--- src/rtl/fork_join_ctrl_if.sv ---
// Fork/join control bundle between decode, subcores and the controller.
// master: decode/subcore side drives requests and done; slave: controller.
interface fork_join_ctrl_if #(
  parameter int SUBCORE_NUM = 4
);
  logic                   fork_req;
  logic [31:0]            fork_pc;
  logic                   join_req;
  logic [SUBCORE_NUM-1:0] sub_done;
  logic                   interlock;
  logic [SUBCORE_NUM-1:0] sub_start;
  logic [31:0]            sub_pc;
  logic                   fork_ack;
  logic                   join_ack;
  logic [SUBCORE_NUM-1:0] busy;
  logic [3:0]             active_cnt;
  logic                   err;

  modport master (
    output fork_req, fork_pc, join_req, sub_done,
    input  interlock, sub_start, sub_pc, fork_ack,
    input  join_ack, busy, active_cnt, err
  );

  modport slave (
    input  fork_req, fork_pc, join_req, sub_done,
    output interlock, sub_start, sub_pc, fork_ack,
    output join_ack, busy, active_cnt, err
  );
endinterface

--- src/rtl/fork_join_ctrl.sv ---
// Fork/join controller: allocates subcores round-robin, stalls decode.
// Ports: clk, rstn (async active-low), bus (fork_join_ctrl_if.slave).
module fork_join_ctrl #(
  parameter int SUBCORE_NUM = 4
) (
  input  logic             clk,
  input  logic             rstn,
  fork_join_ctrl_if.slave  bus
);
  localparam int N  = SUBCORE_NUM;
  localparam int PW = $clog2(N);

  typedef enum logic [1:0] {
    IDLE,
    FORK_WAIT,
    JOIN_WAIT
  } state_t;

  state_t          state;
  state_t          state_nxt;
  logic [N-1:0]    busy_q;
  logic [N-1:0]    busy_nxt;
  logic [N-1:0]    start_q;
  logic [N-1:0]    start_nxt;
  logic [PW-1:0]   rr_ptr;
  logic [PW-1:0]   rr_nxt;
  logic [PW-1:0]   pick;
  logic            pick_ok;
  logic [31:0]     pc_q;
  logic            fack_q;
  logic            jack_q;
  logic            err_q;
  logic [3:0]      cnt_q;
  logic [3:0]      cnt_nxt;
  logic [N-1:0]    free;
  logic [N-1:0]    pending;
  logic            conflict;
  logic            fork_blk;
  logic            join_blk;
  logic            dispatch;
  logic            join_go;
  int              j;

  always_comb begin
    free     = ~busy_q | bus.sub_done;
    pending  = busy_q & ~bus.sub_done;
    conflict = bus.fork_req & bus.join_req;
    fork_blk = bus.fork_req & ~(|free);
    // Once waiting, only subcores not finishing this cycle hold the join.
    if (state == JOIN_WAIT)
      join_blk = bus.join_req & (|pending);
    else
      join_blk = bus.join_req & (|busy_q);
  end

  assign dispatch = ~conflict & bus.fork_req & (|free);
  assign join_go  = ~conflict & bus.join_req & ~join_blk;

  assign bus.interlock = rstn & ~conflict & (fork_blk | join_blk);

  // First free slot at or after rr_ptr, wrapping.
  always_comb begin
    pick_ok = 1'b0;
    pick    = '0;
    j       = 0;
    for (int k = 0; k < N; k++) begin
      j = int'(rr_ptr) + k;
      if (j >= N) j = j - N;
      if (!pick_ok && free[j]) begin
        pick_ok = 1'b1;
        pick    = PW'(j);
      end
    end
  end

  always_comb begin
    busy_nxt  = pending;
    start_nxt = '0;
    rr_nxt    = rr_ptr;
    if (dispatch) begin
      busy_nxt[pick]  = 1'b1;
      start_nxt[pick] = 1'b1;
      if (pick == PW'(N - 1))
        rr_nxt = '0;
      else
        rr_nxt = pick + PW'(1);
    end
  end

  always_comb begin
    cnt_nxt = '0;
    for (int k = 0; k < N; k++)
      cnt_nxt = cnt_nxt + 4'(busy_nxt[k]);
  end

  always_comb begin
    state_nxt = IDLE;
    unique case (1'b1)
      conflict: state_nxt = state;
      dispatch: state_nxt = IDLE;
      fork_blk: state_nxt = FORK_WAIT;
      join_blk: state_nxt = JOIN_WAIT;
      default:  state_nxt = IDLE;
    endcase
  end

  always_ff @(posedge clk or negedge rstn) begin
    if (!rstn) begin
      state   <= IDLE;
      busy_q  <= '0;
      start_q <= '0;
      rr_ptr  <= '0;
      pc_q    <= '0;
      fack_q  <= 1'b0;
      jack_q  <= 1'b0;
      err_q   <= 1'b0;
      cnt_q   <= '0;
    end else begin
      state   <= state_nxt;
      busy_q  <= busy_nxt;
      start_q <= start_nxt;
      rr_ptr  <= rr_nxt;
      cnt_q   <= cnt_nxt;
      fack_q  <= dispatch;
      jack_q  <= join_go;
      if (dispatch)
        pc_q <= bus.fork_pc;
      // Done on an idle subcore or simultaneous fork+join are errors.
      if (conflict || (|(bus.sub_done & ~busy_q)))
        err_q <= 1'b1;
    end
  end

  assign bus.sub_start  = start_q;
  assign bus.sub_pc     = pc_q;
  assign bus.fork_ack   = fack_q;
  assign bus.join_ack   = jack_q;
  assign bus.busy       = busy_q;
  assign bus.active_cnt = cnt_q;
  assign bus.err        = err_q;
endmodule

--- src/flat_wrapper.sv ---
// flat-port wrapper written by rule: the top's interface ports become plain ports
module fork_join_ctrl_flat 
#(
  parameter int SUBCORE_NUM = 4
)
  (clk, rstn, bus_fork_req, bus_fork_pc, bus_join_req, bus_sub_done, bus_interlock, bus_sub_start, bus_sub_pc, bus_fork_ack, bus_join_ack, bus_busy, bus_active_cnt, bus_err);
  fork_join_ctrl_if #(.SUBCORE_NUM(SUBCORE_NUM)) bus_i ();
  input  logic clk;
  input  logic rstn;
  input wire logic [$bits(bus_i.fork_req)-1:0] bus_fork_req;
  input wire logic [$bits(bus_i.fork_pc)-1:0] bus_fork_pc;
  input wire logic [$bits(bus_i.join_req)-1:0] bus_join_req;
  input wire logic [$bits(bus_i.sub_done)-1:0] bus_sub_done;
  output wire logic [$bits(bus_i.interlock)-1:0] bus_interlock;
  output wire logic [$bits(bus_i.sub_start)-1:0] bus_sub_start;
  output wire logic [$bits(bus_i.sub_pc)-1:0] bus_sub_pc;
  output wire logic [$bits(bus_i.fork_ack)-1:0] bus_fork_ack;
  output wire logic [$bits(bus_i.join_ack)-1:0] bus_join_ack;
  output wire logic [$bits(bus_i.busy)-1:0] bus_busy;
  output wire logic [$bits(bus_i.active_cnt)-1:0] bus_active_cnt;
  output wire logic [$bits(bus_i.err)-1:0] bus_err;
  assign bus_i.fork_req = bus_fork_req;
  assign bus_i.fork_pc = bus_fork_pc;
  assign bus_i.join_req = bus_join_req;
  assign bus_i.sub_done = bus_sub_done;
  assign bus_interlock = bus_i.interlock;
  assign bus_sub_start = bus_i.sub_start;
  assign bus_sub_pc = bus_i.sub_pc;
  assign bus_fork_ack = bus_i.fork_ack;
  assign bus_join_ack = bus_i.join_ack;
  assign bus_busy = bus_i.busy;
  assign bus_active_cnt = bus_i.active_cnt;
  assign bus_err = bus_i.err;
  fork_join_ctrl #(.SUBCORE_NUM(SUBCORE_NUM)) u_core (.clk(clk), .rstn(rstn), .bus(bus_i));
endmodule
--- config.mk ---
export PLATFORM = sky130hd
export DESIGN_NAME = fork_join_ctrl_flat
export DESIGN_NICKNAME = d
export VERILOG_FILES = /design/src/rtl/fork_join_ctrl_if.sv /design/src/rtl/fork_join_ctrl.sv /design/src/flat_wrapper.sv
export SDC_FILE = /design/constraint.sdc
export NUM_CORES = 1
export LEC_CHECK = 0
export BUFFER_PORTS_ARGS = -buffer_cell sky130_fd_sc_hd__buf_4
export CORE_MARGIN = 2
export CORE_UTILIZATION = 45
export DETAILED_ROUTE_END_ITERATION = 10
export GPL_ROUTABILITY_DRIVEN = 0
export PLACE_DENSITY = 0.75
export REMOVE_ABC_BUFFERS = 1
export SLEW_MARGIN = 10
export SYNTH_ARGS = -nofsm -noshare
export SYNTH_HDL_FRONTEND = slang
export SYNTH_SLANG_ARGS = --single-unit
--- constraint.sdc ---
create_clock -name clk -period 7.8 [get_ports clk]
set_input_delay 0 -clock clk [delete_from_list [all_inputs] [get_ports clk]]
set_output_delay 0 -clock clk [all_outputs]
set_load 0.005 [all_outputs]
**Word level (Yosys, flattened, before mapping)**

Index checks and enable logic that the tools add are counted.

- Add/sub/neg operators: 11
- $lt $le $gt $ge: 10
- Equality and inequality tests: 2
- Mux-type cells: 30
- Bitwise operators: 20
- Reduce and logical (&&, ||, !) cells: 12

Operator list:

| kind | count |
|---|---|
| less-than comparator 32 x 4 -> 1 bit (second input constant) | 4 |
| 2-to-1 mux 32 bit | 4 |
| greater-or-equal comparator 32 x 4 -> 1 bit (second input constant) | 3 |
| subtractor 32 x 4 -> 32 bit (second input constant) | 3 |
| OR reduction 4 bit | 4 |
| 2-to-1 mux 1 bit | 13 |
| AND 1 bit | 10 |
| 2-to-1 mux 2 bit | 5 |
| adder 4 x 1 -> 4 bit | 2 |
| AND 4 bit | 2 |
| binary-select mux 1 bit (select 2 bit) | 4 |
| 2-to-1 mux 4 bit | 2 |
| NOT 4 bit | 2 |
| OR 4 bit | 2 |
| adder 2 x 2 -> 3 bit (second input constant) | 2 |
| one-hot mux 2 bit (3 select lines) | 1 |
| equality test 2 bit (second input constant) | 2 |
| logical AND 1 bit | 4 |
| subtractor 2 x 3 -> 4 bit (second input constant) | 1 |
| adder 2 x 1 -> 3 bit (second input constant) | 1 |
| greater-or-equal comparator 2 x 3 -> 1 bit (second input constant) | 1 |
| zero test 1 bit | 3 |
| less-than comparator 2 x 3 -> 1 bit (second input constant) | 1 |
| NOT 1 bit | 3 |
| other kinds (6) | 6 |

- Bits in registers: 51
- Output and inout bits: 48
- Logic and storage cells: 94

**Longest topological paths before layout**

- Word-level depth: 24
- Depth in mapped cells: 10
- Depth with buffers taken out: 10

**Least setup slack after synthesis**

OpenSTA, ideal clock, no wires.

- Path kind: flip-flop to flip-flop
- Start: reg u_core.busy_q[0] (netlist: u_core.bus.busy[0])
- End: reg u_core.cnt_q[1] (netlist: u_core.bus.active_cnt[1])
- Arrival time: 2.630 ns
- Data required time: 7.674 ns
- Slack: 5.044 ns
- Stages on the path, launching flop included: 11
- Buffers on the path: 0
- Clock period less this slack: 2.756 ns
- Path through: dfrtp_1 > nor2b_4 > o21ai_0 > a211oi_1 > inv_1 > ha_1 > and2_1 > or2_1 > ha_1 > fa_1 > ha_1

- Cells in the longest elaborated chain, start to end: 24
- Elaborated cells between the ends (all ways): 40
- Classes of those cells: 3 x add/sub; 2 x order compare; 22 x mux; 5 x bitwise; 8 x reduce/logical

RTL lines:

| item | line | RTL |
|---|---|---|
| from (decl) | fork_join_ctrl.sv:21 | `logic [N-1:0] busy_q;` |
| from (signal assigned) | fork_join_ctrl.sv:120 | `busy_q <= busy_nxt;` |
| NOT 4 bit | fork_join_ctrl.sv:45 | `free = ~busy_q \| bus.sub_done;` |
| OR 4 bit | fork_join_ctrl.sv:45 |  |
| binary-select mux 1 bit (select 2 bit) | fork_join_ctrl.sv:69 | `if (!pick_ok && free[j]) begin` |
| 2-to-1 mux 1 bit (implied by the code) (2 in series) | fork_join_ctrl.sv:69 |  |
| 2-to-1 mux 1 bit | fork_join_ctrl.sv:69 |  |
| zero test 1 bit | fork_join_ctrl.sv:69 |  |
| logical AND 1 bit | fork_join_ctrl.sv:69 |  |
| 2-to-1 mux 1 bit | fork_join_ctrl.sv:69 |  |
| [... 8 more ...] | n/a |  |
| 2-to-1 mux 1 bit (implied by the code) | fork_join_ctrl.sv:81 | `busy_nxt[pick] = 1'b1;` |
| demux 1 bit (select 2 bit) | n/a |  |
| OR 4 bit (no line) | n/a |  |
| 2-to-1 mux 4 bit (*) | fork_join_ctrl.sv:80 | `if (dispatch) begin` |
| named net u_core.busy_nxt[0] | fork_join_ctrl.sv:22 | `logic [N-1:0] busy_nxt;` |
| adder 1 x 1 -> 2 bit (*) | fork_join_ctrl.sv:93 | `cnt_nxt = cnt_nxt + 4'(busy_nxt[k]);` |
| adder 4 x 1 -> 4 bit (*) (2 in series) | fork_join_ctrl.sv:93 |  |
| named net u_core.cnt_nxt[1] | fork_join_ctrl.sv:34 | `logic [3:0] cnt_nxt;` |
| to (signal assigned) | fork_join_ctrl.sv:123 | `cnt_q <= cnt_nxt;` |
| to (decl) | fork_join_ctrl.sv:33 | `logic [3:0] cnt_q;` |

The timed path passes the listed nets; every way through them passes the cells marked *. The select of a mux whose other input is x is not followed.
A chain may end at the register's enable or synchronous reset.

**Worst setup path after layout**

Ends and elaborated chain as after synthesis.

==> key figures <==
Status
  • Status: finished clean

Clock network
  • CTS root buf: clkbuf_8
  • Clk Latency, worst-skew pair: 300 ps
  • Hold_buf cts: 36
  • Maximum clock path buffer count: 2
  • Htree depth: 2
  • Reg clk slew, reported paths: 80 ps
  • CTS tree: yes
  • Number of setup buffers added after CTS: 0
  • Cts bufs inserted: 5
  • CTS resizes: 0
  • Clock Sinks: 50

Worst setup path
  • CP Capture Type: flip-flop
  • Crit Path Category: flip-flop to flip-flop
  • Worst path arrival time: 3160 ps
  • Crit path launch: u_core.bus.busy[0]
  • Startpoint types: flip-flop
  • Worst-path fanout max: 7
  • WP data required: 7980 ps
  • Worst r2r src: u_core.bus.busy[0]

Timing
  • Relative slew margins: 58.6%
  • Actual slew at the worst max-slew pin: 621 ps
  • Sum Neg Setup Slack: 0 ps
  • Final period utilization: 38.3%
  • Max-slew violations: 0
  • RSZ-0062 raised after global routing: no
  • Fin crit period: 2990 ps
  • Clk_skew: 7.90 ps
  • Fmax: 335 MHz
  • Hold violation count in the final report: 0
  • Final setup fails: 0

Final layout
  • Share of layout cells above drive strength 1: 48.2%
  • Synth-to-layout area growth: 54.0%
  • Fin nets: 324
  • Fillers: 294
  • N_diodes: 0
  • Finished Layout Cells: 330

Pwr
  • Clock power frac: 22.0%
  • Pwr dens: 214 nW/um2
  • Largest vdd supply drop: 130 uV
  • Switching fraction of total power: 28.0%
  • Sw Pwr: 194 uW
  • Gate power share: 30.2%
  • Part of the power in registers: 47.8%
  • Cell Int Power: 500 uW
  • Pleak: 1.57 nW

Die
  • Die span in y: 72.5 um
  • Row count: 24
  • Die area: 5250 um2
  • Starting Density: 47.5%
  • DIE WIDTH: 72.5 um
  • Core area: 4440 um2
  • # IOs: 88

Synth
  • Unique masters post-synth: 32
  • Synth async-reset ratio: 100%
  • Most area-consuming cells after synthesis: dfrtp_1 (59%), mux2_2 (17%), ha_1 (3.6%)
  • Gate Count Post-Synth: 152
  • Most used DFF post-synth: dfrtp_1
  • Yosys warns: 0
  • EDFF count, synth: 0
  • Post-synth top area share: 59.3%
  • Commonest cells in the netlist: dfrtp_1 (50), mux2_2 (32)
  • Synth Cell Area: 2110 um2
  • Syn Area/Cell: 13.9 um2
  • Most frequent cell after synthesis: dfrtp_1
  • Area leader, netlist: dfrtp_1
  • Sequential area share after synthesis: 59.3%
  • Register bit total from synthesis: 50

Placed design
  • PortBufs: 86
  • Placed Cells: 286
  • DP Wirelength: 3.04 mm

Global route
  • Gr ovfl total: 0
  • Largest net degree at the start of global routing: 52
  • GRT Overall Usage: 20.2%
  • Initial antenna violation count: 0
  • First-pass GRT wire length: 8.16 mm
  • Vias in the first global route: 1719

Routing
  • WL/cell: 14.3 um
  • DR vias/cell: 4.91
  • Detailed-router iteration count before antenna repair: 4
  • Initial DRC Count: 64
  • Routed Antenna Nets: 0
  • Routed wire length: 4.73 mm
  • Via count: 1619
  • # DRC: 0

Min path
  • Min-delay src: bus_sub_done[3]
  • Worst Hold Class: primary input to flip-flop

Flow run
  • Max-cap violations: 0
-- power groups by stage --
| stage | Combinational (mW) | Sequential [mW] | Clock, mW |
|---|---|---|---|
| detailed placement | 0.196 | 0.335 | 0 |
| global route | 0.235 | 0.338 | 0.170 |
| CTS | 0.212 | 0.331 | 0.156 |
| floorplan | 0.0891 | 0.335 | 0 |
| finish | 0.210 | 0.332 | 0.153 |
| global placement | 0.191 | 0.334 | 0 |
-- final timing paths --
kind                       slack, ps  cells past startpoint                        to
setup reg to reg                4810                     10  u_core.bus.active_cnt[1]
min in group asynchronous        260                      2       u_core.bus.join_ack
hold reg to reg                  510                      2            u_core.bus.err
hold / removal                    30                      3            u_core.bus.err
setup / recovery                4810                     10  u_core.bus.active_cnt[1]
max in group asynchronous       7120                      2  u_core.bus.active_cnt[2]
-- per-layer routing --
layer	vias up	GRT usage, %	routed length (um)
li1	770	-	-
met1	768	25.4	1940
met2	74	31.7	2240
met3	7	7.92	471
met4	0	7.41	81
met5	-	0	0
-- sequential cells by signal, indices dropped and copies added (netlist names) --
| name | flops |
|---|---|
| u_core.rr_ptr | 2 |
| u_core.bus.sub_start | 4 |
| u_core.state | 2 |
| u_core.bus.active_cnt | 3 |
| u_core.bus.fork_ack | 1 |
| u_core.bus.busy | 4 |
| u_core.bus.sub_pc | 32 |
| u_core.bus.err | 1 |
| u_core.bus.join_ack | 1 |
-- metrics by stage --
| stage | utilization [%] | area, um2 | power (mW) | worst slack [ps] | hold WS [ps] |
|---|---|---|---|---|---|
| 2_1_floorplan | - | 2070 | 0.424 | 4730 | -296 |
| 3_3_place_gp | 63.0 | 2800 | 0.525 | 4830 | 65.6 |
| 3_5_place_dp | 63.0 | 2800 | 0.531 | 4820 | 61.8 |
| 4_1_cts | 73.1 | 3250 | 0.698 | 4800 | 18.5 |
| 5_1_grt | 73.1 | 3250 | 0.743 | 4630 | 28.0 |
| 6_report | 73.1 | 3250 | 0.694 | 4810 | 29.8 |
-- critical path, stage by stage, from the launching register on --
cell and delay (ps):
dfrtp_1 410, nor2b_4 250, o21ai_0 100, a211oi_1 470
inv_1 130, ha_1 210, and2_1 140, or2_1 230
ha_1 290, fa_1 360, ha_1 280
-- final cells by class --
type	instances	area [um2]	area share [%]
clock buffers	7	86.3	2.66
multi-input cells	91	806	24.8
well taps	52	65.1	2.00
clock inverters	1	5.00	0.154
repair buffers	123	1010	31.2
flip-flops and latches	50	1250	38.5
inverters	6	22.5	0.693
-- cell families after synthesis --
group | after synthesis | share of synthesized area [%]
mux | 32 | 17.1
other cells | 1 | 0.178
simple gates | 35 | 10.6
compound gates | 16 | 5.34
buf+inv | 11 | 3.02
flops | 50 | 59.3
fa+ha+maj | 7 | 4.51
-- cell usage in the layout, fill, tap and decap left out, types with 5 or more instances in the layout --
master,n
inv_1,6
clkbuf_8,6
buf_4,87
mux2_2,32
nand2_1,6
o21ai_0,6
and2_1,5
dfrtp_1,50
dlygate4sd3_1,36
ha_1,6
Power figures use the tool's default switching activity.
